===== src/rtl/plugboard_matrix.sv =====
// Enigma plugboard: run-time programmable involutive letter-swap table with two
// independent registered lookup channels (front pass A, rear pass B).
module plugboard_matrix #(
  parameter int unsigned LETTERS   = 26,
  parameter int unsigned MAX_PAIRS = 10,
  parameter int unsigned CNT_W     = 4
) (
  input  logic               CLOCK_50,
  input  logic               reset,
  input  logic               prog_mode,
  input  logic               prog_valid,
  input  logic [LETTERS-1:0] prog_in,
  input  logic               clear,
  input  logic               a_valid,
  input  logic [LETTERS-1:0] a_in,
  input  logic               b_valid,
  input  logic [LETTERS-1:0] b_in,
  output logic [LETTERS-1:0] a_out,
  output logic               a_out_valid,
  output logic [LETTERS-1:0] b_out,
  output logic               b_out_valid,
  output logic [1:0]         lookup_err,
  output logic               pending,
  output logic [CNT_W-1:0]   pair_count,
  output logic               prog_err
);

  localparam int unsigned IDX_W = $clog2(LETTERS);

  typedef enum logic {IDLE = 1'b0, PEND = 1'b1} state_t;

  function automatic logic is_onehot(input logic [LETTERS-1:0] v);
    return (v != '0) && ((v & (v - LETTERS'(1))) == '0);
  endfunction

  function automatic logic [IDX_W-1:0] encode(input logic [LETTERS-1:0] v);
    logic [IDX_W-1:0] idx;
    idx = '0;
    for (int i = 0; i < LETTERS; i++) begin
      if (v[i]) idx = IDX_W'(i);
    end
    return idx;
  endfunction

  state_t             state_q, state_d;
  logic [IDX_W-1:0]   first_q, first_d;
  logic [IDX_W-1:0]   partner_q [LETTERS];
  logic [IDX_W-1:0]   partner_d [LETTERS];
  logic [CNT_W-1:0]   pair_count_q, pair_count_d;
  logic               prog_err_q, prog_err_d;
  logic [LETTERS-1:0] a_out_q, a_out_d, b_out_q, b_out_d;
  logic               a_out_valid_q, a_out_valid_d, b_out_valid_q, b_out_valid_d;
  logic [1:0]         lookup_err_q, lookup_err_d;

  logic               a_ok, b_ok, p_ok, p_paired;
  logic [IDX_W-1:0]   a_idx, b_idx, p_idx;

  assign a_ok     = is_onehot(a_in);
  assign b_ok     = is_onehot(b_in);
  assign p_ok     = is_onehot(prog_in);
  assign a_idx    = encode(a_in);
  assign b_idx    = encode(b_in);
  assign p_idx    = encode(prog_in);
  assign p_paired = partner_q[p_idx] != p_idx;

  // Lookups read partner_q, so a same-cycle commit or clear is not yet visible.
  always_comb begin
    a_out_d       = a_out_q;
    b_out_d       = b_out_q;
    a_out_valid_d = a_valid;
    b_out_valid_d = b_valid;
    lookup_err_d  = lookup_err_q;
    if (a_valid) begin
      a_out_d         = a_ok ? (LETTERS'(1) << partner_q[a_idx]) : '0;
      lookup_err_d[0] = !a_ok;
    end
    if (b_valid) begin
      b_out_d         = b_ok ? (LETTERS'(1) << partner_q[b_idx]) : '0;
      lookup_err_d[1] = !b_ok;
    end
  end

  // Programming FSM; every table edit touches both halves to keep the involution.
  always_comb begin
    state_d      = state_q;
    first_d      = first_q;
    partner_d    = partner_q;
    pair_count_d = pair_count_q;
    prog_err_d   = 1'b0;
    if (clear) begin
      for (int i = 0; i < LETTERS; i++) partner_d[i] = IDX_W'(i);
      pair_count_d = '0;
      state_d      = IDLE;
    end else if (!prog_mode) begin
      state_d = IDLE;
    end else if (prog_valid) begin
      case (state_q)
        IDLE: begin
          if (!p_ok) begin
            prog_err_d = 1'b1;
          end else if (p_paired) begin
            partner_d[p_idx]            = p_idx;
            partner_d[partner_q[p_idx]] = partner_q[p_idx];
            pair_count_d                = pair_count_q - CNT_W'(1);
          end else if (pair_count_q == CNT_W'(MAX_PAIRS)) begin
            prog_err_d = 1'b1;
          end else begin
            first_d = p_idx;
            state_d = PEND;
          end
        end
        PEND: begin
          if (p_ok && p_idx == first_q) begin
            state_d = IDLE;
          end else if (!p_ok || p_paired) begin
            prog_err_d = 1'b1;
          end else begin
            partner_d[first_q] = p_idx;
            partner_d[p_idx]   = first_q;
            pair_count_d       = pair_count_q + CNT_W'(1);
            state_d            = IDLE;
          end
        end
        default: state_d = IDLE;
      endcase
    end
  end

  always_ff @(posedge CLOCK_50 or negedge reset) begin
    if (!reset) begin
      state_q       <= IDLE;
      first_q       <= '0;
      for (int i = 0; i < LETTERS; i++) partner_q[i] <= IDX_W'(i);
      pair_count_q  <= '0;
      prog_err_q    <= 1'b0;
      a_out_q       <= '0;
      b_out_q       <= '0;
      a_out_valid_q <= 1'b0;
      b_out_valid_q <= 1'b0;
      lookup_err_q  <= '0;
    end else begin
      state_q       <= state_d;
      first_q       <= first_d;
      partner_q     <= partner_d;
      pair_count_q  <= pair_count_d;
      prog_err_q    <= prog_err_d;
      a_out_q       <= a_out_d;
      b_out_q       <= b_out_d;
      a_out_valid_q <= a_out_valid_d;
      b_out_valid_q <= b_out_valid_d;
      lookup_err_q  <= lookup_err_d;
    end
  end

  assign a_out       = a_out_q;
  assign b_out       = b_out_q;
  assign a_out_valid = a_out_valid_q;
  assign b_out_valid = b_out_valid_q;
  assign lookup_err  = lookup_err_q;
  assign pending     = state_q == PEND;
  assign pair_count  = pair_count_q;
  assign prog_err    = prog_err_q;

endmodule


===== config.mk =====
export PLATFORM = sky130hd
export DESIGN_NAME = plugboard_matrix
export DESIGN_NICKNAME = d
export VERILOG_FILES = /design/src/rtl/plugboard_matrix.sv
export SDC_FILE = /design/constraint.sdc
export NUM_CORES = 1
export LEC_CHECK = 0
export CAP_MARGIN = 0
export CORE_MARGIN = 1.5
export CORE_UTILIZATION = 35
export CTS_BUF_LIST = sky130_fd_sc_hd__clkbuf_8 sky130_fd_sc_hd__clkbuf_16
export CTS_CLUSTER_DIAMETER = 50
export DETAILED_ROUTE_END_ITERATION = 16
export SETUP_SLACK_MARGIN = 0.4
export SYNTH_ARGS = -nofsm -noshare
export SYNTH_HDL_FRONTEND = slang
export SYNTH_SLANG_ARGS = --single-unit

===== constraint.sdc =====
create_clock -name CLOCK_50 -period 7.4 [get_ports CLOCK_50]
set_clock_uncertainty 0.2 [all_clocks]
set_input_delay 1.85 -clock CLOCK_50 [delete_from_list [all_inputs] [get_ports CLOCK_50]]
set_output_delay 1.85 -clock CLOCK_50 [all_outputs]
set_load 0.05 [all_outputs]

==> results.yml, run 1 <==
synthesis:
  async_flop_share_pct: 100
  syn_nets: 2271
  synth_edf_count: 0
  synth.distinct_cells: 96
  synth-seq-area-share_pct: 28.9
  yosys_warnings: 0
  synth_seq_cells: 197
  syn_area_mm2: 0.0173
  syn_inst: 2183
  ys.flop_type: "dfrtp_1"
  avgSynthCellArea_um2: 7.94
global_route:
  grt_overflow: 0
  antenna_found_initial: 0
  grt_pass1_vias: 18200
  grt_use_total_pct: 35.3
  grt_max_degree: 72
  grt_pass1_wl_um: 129000
sta:
  rsz0062_at_grt: "false"
  finalSetupTns_ns: 0
  period_share_pct: 91.4
  drv_slew: 0
  period_minus_slack_ns: 6.77
  final_hold_viol_count: 0
  setup_viol: 0
  slew_headroom_pct: 13.1
  worst_pin_slew_ns: 1.29
  worst_slack_ns: 0.633
  max_freq_mhz: 148
min_path:
  min_to: "lookup_err[1]"
  hp-start: "lookup_err[1]"
  whs_path_depth: 2
  min_path_type: "flop to flop"
finish:
  final_common_cell: "nor2_1"
  syn2layout_area_growth_pct: 18.0
  layout_common_cells: "nor2_1 (212), nand2_1 (165), clkdlybuf4s50_1 (144)"
  drive_above_1_share_pct: 12.9
  nNetsFinal: 2378
placed_design:
  globalplace.congestion: 1.04
  hpwl_um: 67500
  dpl_worst_slack_ns: 0.218
  io_buffers: 146
run_status:
  status: "completed"
floorplanning:
  die-area_mm2: 0.0509
  die_w_um: 226
  die_h_um: 226
  start_util_pct: 35.4
  num_rows: 81
  ios: 147
  coreArea_mm2: 0.0490
worst_setup_path:
  rrSetupSlack_ns: 3.05
  r2r.worst_path.cells: 10
  max_stage_delay_ns: 0.63
  path_class: "primary input to flop"
  crit_path_top_delay_cell: "nor2_1"
  worst_ep_arrival_time_ns: 7.04
  critPathLaunchType: "primary input"
  cpMostUsedCell: "nor2_1"
  path_max_fanout: 8
  path_cells: "clkdlybuf4s50_1, nor2_1, o31a_1, a21oi_1, nor2_1, nor4_1, or4b_1, or4_1, or3_1, buf_4, nor2_1, a21oi_1, a2111o_1, and3_1"
  worstReg2RegEnd: "partner_q[40]"
  critPathCaptureType: "flop"
  worstPathRequired_ns: 7.67
  rr_startpoint: "partner_q[75]"
power:
  vdd_drop_max_mv: 0.235
  total_leakage_power_nw: 7.38
  powerDensity_mw_per_mm2: 148
clocking:
  path_clk_slew_ns: 0.09
  numCtsBuffers: 17
  cts.sinks: 197
  htree_levels: 4
  post_cts_resize_count: 0
  clock_path_buffers: 2
  root_buffer: "clkbuf_16"
  cts_tree: "yes"
  clock_latency_ns: 0.53
  post_cts_buffers: 0
  hold_buffers: 0
route:
  dr.pass1.iters: 6
  highest_layer: "met4"
  wl_met1_um: 37300
  drc: 0
  initialDrtViolationCount: 2329
  routed-wl-met3_um: 8650
  via_count: 19400
  wl_met2_um: 38800
  wire_per_inst_um: 30.2
  ant_nets: 0
  viasPerCell: 6.52
  wl_um: 89700
flow_run:
  maxCapViolCount: 0
-- Yosys cell counts, drive strengths merged, types with 14 or more instances --
cell | instances | area, um^2
o22ai | 102 | 638
mux2i | 114 | 1140
nand2 | 167 | 632
nand3 | 43 | 228
dfstp | 57 | 1500
or3 | 15 | 93.8
o31a | 42 | 368
nor2 | 213 | 800
a211oi | 38 | 285
a22o | 42 | 368
clkbuf | 109 | 410
nor2b | 18 | 113
o31ai | 50 | 489
a31oi | 47 | 309
inv | 91 | 342
a22oi | 78 | 586
nor3 | 70 | 365
o21ai | 148 | 741
mux2 | 29 | 327
nor4 | 45 | 315
a21oi | 107 | 536
nand2b | 92 | 576
or4 | 19 | 154
nand4 | 20 | 131
dfrtp | 140 | 3500
and3 | 14 | 87.6
buf | 55 | 309
-- state kept, by name (all words and copies together), names as in the netlist --
register,cells
pending,1
first_q,5
partner_q,130
b_out_valid,1
prog_err,1
a_out_valid,1
a_out,26
pair_count,4
b_out,26
lookup_err,2
-- metal layers --
metal | up-vias | track usage, %
met2 | 1139 | 53.2
met1 | 9440 | 47.6
met5 | - | 0
met4 | 0 | 17.5
li1 | 8543 | -
met3 | 228 | 7.46
-- final cells by class --
type | count | area, um^2
antenna | 1 | 2.50
clock buffer | 18 | 439
clock inverter | 14 | 173
fill | 4991 | 28500
inverter | 92 | 345
multi-input combinational | 1730 | 11300
sequential | 197 | 5000
tap | 664 | 831
timing repair buffer | 252 | 2320
-- cell families after synthesis --
group | Yosys count | synth area share [%]
buffers and inverters | 256 | 6.14
and+or+nand+nor | 770 | 22.6
adders and majority gates | 10 | 0.664
muxes | 148 | 9.12
xor gates and xnor gates | 10 | 0.614
AOI/OAI and AO/OA | 792 | 32.0
DFF | 197 | 28.9
-- metrics by stage --
stage	cell area (um^2)	hold slack (ns)	power (mW)	cells	utilization [%]
2_1_floorplan	17300	0.261	1.63	2183	-
3_3_place_gp	19800	0.278	2.01	2935	40.5
3_5_place_dp	19800	0.286	2.02	2935	40.5
4_1_cts	20500	0.306	3.02	2967	41.8
5_1_grt	20500	0.326	3.12	2967	41.8
6_report	20500	0.304	3.03	2968	41.8
-- how the worst max path moves through the flow --
| stage | from | endpoint | slack, ns |
|---|---|---|---|
| 3_5_place_dp | prog_in[11] | partner_q[40] | 0.22 |
| 2_1_floorplan | prog_in[9] | pair_count[0] | 1.67 |
| 3_3_place_gp | prog_in[16] | partner_q[40] | 0.17 |
| 4_1_cts | prog_in[11] | partner_q[40] | 0.78 |
| 5_1_grt | prog_in[11] | partner_q[44] | 0.50 |
| 6_report | prog_in[7] | partner_q[40] | 0.63 |
-- critical path: cells and delay by family --
| kind | cells | cell delay (ns) |
|---|---|---|
| AO/OA/AOI/OAI | 4 | 1.19 |
| buffers and inverters | 2 | 0.73 |
| AND/OR/NAND/NOR | 8 | 3.26 |
-- where the power goes --
group / switching [mW] / internal, mW / leakage, nW
registers: 0.148 / 1.16 / 2.53
clock network: 0.533 / 0.466 / 0.297
logic: 0.455 / 0.270 / 4.55
(Power assumes the default switching activity.)
==> inputs of run 2 (changes only) <==
--- a/config.mk
+++ b/config.mk
@@ -6,11 +6,14 @@
 export NUM_CORES = 1
 export LEC_CHECK = 0
 export CAP_MARGIN = 0
+export CELL_PAD_IN_SITES_DETAIL_PLACEMENT = 0
+export CELL_PAD_IN_SITES_GLOBAL_PLACEMENT = 2
 export CORE_MARGIN = 1.5
 export CORE_UTILIZATION = 35
 export CTS_BUF_LIST = sky130_fd_sc_hd__clkbuf_8 sky130_fd_sc_hd__clkbuf_16
 export CTS_CLUSTER_DIAMETER = 50
 export DETAILED_ROUTE_END_ITERATION = 16
+export PLACE_DENSITY_LB_ADDON = 0.1
 export SETUP_SLACK_MARGIN = 0.4
 export SYNTH_ARGS = -nofsm -noshare
 export SYNTH_HDL_FRONTEND = slang
==> run 2 against run 1 <==
Combinational power increased by 1%. Total power fell by 1.0%. Via count is 1.3% lower. Sequential cell count stayed put. Largest cell class unchanged. Critical path depth is 1 higher. Worst hold slack worse by 0.0011 ns. Largest power group unchanged. Cell count shrank 0.54%. Sequential power hardly changed. First-iteration DRC count shrank 21%.
==> results.yml, run 2 (synthesized netlist as in run 1, its figures left out) <==
worst_setup_path:
  path_cells: "clkdlybuf4s50_1, or2_2, nor3_4, buf_4, nand2_2, o22a_1, nor3_1, or4b_1, or4_1, o21ai_1, buf_4, nor2_1, a21boi_0, a22oi_1, o21ai_0"
  cpMostUsedCell: "buf_4"
  critPathLaunchType: "primary input"
  path_class: "primary input to flop"
  worst_ep_arrival_time_ns: 6.93
  crit_path_top_delay_cell: "clkdlybuf4s50_1"
  worstPathRequired_ns: 7.63
  critPathTopFamily: "simple AND/OR/NAND/NOR gates"
  crit_buf_inv: 3
  path_max_fanout: 18
  max_stage_delay_ns: 0.88
  critPathCaptureType: "flop"
floorplanning:
  die-area_mm2: 0.0509
  ios: 147
  num_rows: 81
  die_h_um: 226
  die_w_um: 226
  start_util_pct: 35.4
  coreArea_mm2: 0.0490
sta:
  rsz0062_at_grt: "false"
  slew_headroom_pct: 29.6
  finalSetupTns_ns: 0
  final_hold_viol_count: 0
  worst_pin_slew_ns: 1.05
  period_minus_slack_ns: 6.70
  drv_slew: 0
  worst_slack_ns: 0.697
  setup_viol: 0
  max_freq_mhz: 149
  period_share_pct: 90.6
clocking:
  post_cts_buffers: 0
  htree_levels: 4
  hold_buffers: 0
  root_buffer: "clkbuf_16"
  cts_tree: "yes"
  path_clk_slew_ns: 0.08
  post_cts_resize_count: 0
  cts.sinks: 197
  numCtsBuffers: 17
  clock_latency_ns: 0.52
  clock_path_buffers: 2
global_route:
  grt_use_total_pct: 34.7
  grt_max_degree: 168
  grt_pass1_wl_um: 128000
  grt_overflow: 0
  antenna_found_initial: 2
  grt_pass1_vias: 18100
route:
  wl_met1_um: 37500
  wl_um: 88300
  initialDrtViolationCount: 1842
  wire_per_inst_um: 29.9
  ant_nets: 0
  drc: 0
  viasPerCell: 6.47
  wl_met2_um: 39400
  dr.pass1.iters: 6
  via_count: 19100
  highest_layer: "met5"
  routed-wl-met3_um: 6950
placed_design:
  dp_cells: 2920
  globalplace.congestion: 1.04
  dpl_worst_slack_ns: 0.338
  io_buffers: 146
  hpwl_um: 64900
run_status:
  status: "completed"
finish:
  top_register: "partner_q"
  drive_above_1_share_pct: 12.2
  largest_reg_flops: 130
  layout_common_cells: "nor2_1 (212), nand2_1 (165), clkdlybuf4s50_1 (144)"
  stdcell_count: 2952
  syn2layout_area_growth_pct: 17.5
  nNetsFinal: 2363
  diodes: 0
  final_common_cell: "nor2_1"
power:
  powerDensity_mw_per_mm2: 147
  total_leakage_power_nw: 7.32
  vdd_drop_max_mv: 0.134
min_path:
  min_path_type: "flop to flop"
flow_run:
  maxCapViolCount: 0
-- run 2: cell count changes in the layout (fill, tap and decap cells not counted), moves of 2 or more --
cell        change
buf_12          +4
buf_4          -19
clkinv_8        -4
clkinvlp_4      +2
inv_8           +2
-- run 2: final cells by class --
type,count,area [um^2]
inverter,92,345
clock buffer,17,425
clock inverter,15,154
fill,5060,28600
timing repair buffer,237,2260
multi-input combinational,1730,11300
sequential,197,5000
tap,664,831
-- run 2: worst paths after layout --
path                                from       endpoint  slack (ns)  cells past startpoint
setup / recovery             prog_in[25]  partner_q[28]        0.70                     15
hold / removal             lookup_err[0]  lookup_err[0]        0.30                      2
setup reg to reg           partner_q[94]  partner_q[92]        3.14                     11
hold reg to reg            lookup_err[0]  lookup_err[0]        0.30                      2
max in group asynchronous          reset     first_q[0]        4.51                      2
min in group asynchronous          reset  partner_q[48]        1.21                      1
-- run 2: worst reg2reg max path, cell delays in order, from the launching register on --
cell	delay, ns
dfrtp_1	0.79
o32ai_1	0.20
o21ai_0	0.10
mux2i_1	0.09
or4_1	0.53
or4_4	0.69
xnor2_4	0.30
buf_4	0.24
and3_4	0.37
buf_12	0.29
a31oi_1	0.25
o31a_1	0.14
-- run 2: per-layer routing --
metal | global-route usage [%] | vias to the layer above
met3 | 7.80 | 210
li1 | - | 8484
met2 | 54.2 | 877
met5 | 0 | -
met1 | 45.0 | 9529
met4 | 17.4 | 2
-- run 2: where the power goes --
part | internal (mW) | switching (mW) | total [mW]
Clock | 0.452 | 0.529 | 0.981
Combinational | 0.268 | 0.463 | 0.732
Sequential | 1.16 | 0.127 | 1.29
-- run 2: through the flow --
step                      hold slack [ns]  area [um^2]  power (mW)  util, %
after floorplan                     0.261        17300        1.63        -
after global placement              0.274        19800        2.01     40.4
after detailed placement            0.287        19800        2.01     40.4
after CTS                           0.306        20400        3.00     41.6
after global routing                0.334        20400        3.10     41.6
final                               0.303        20400        3.00     41.6
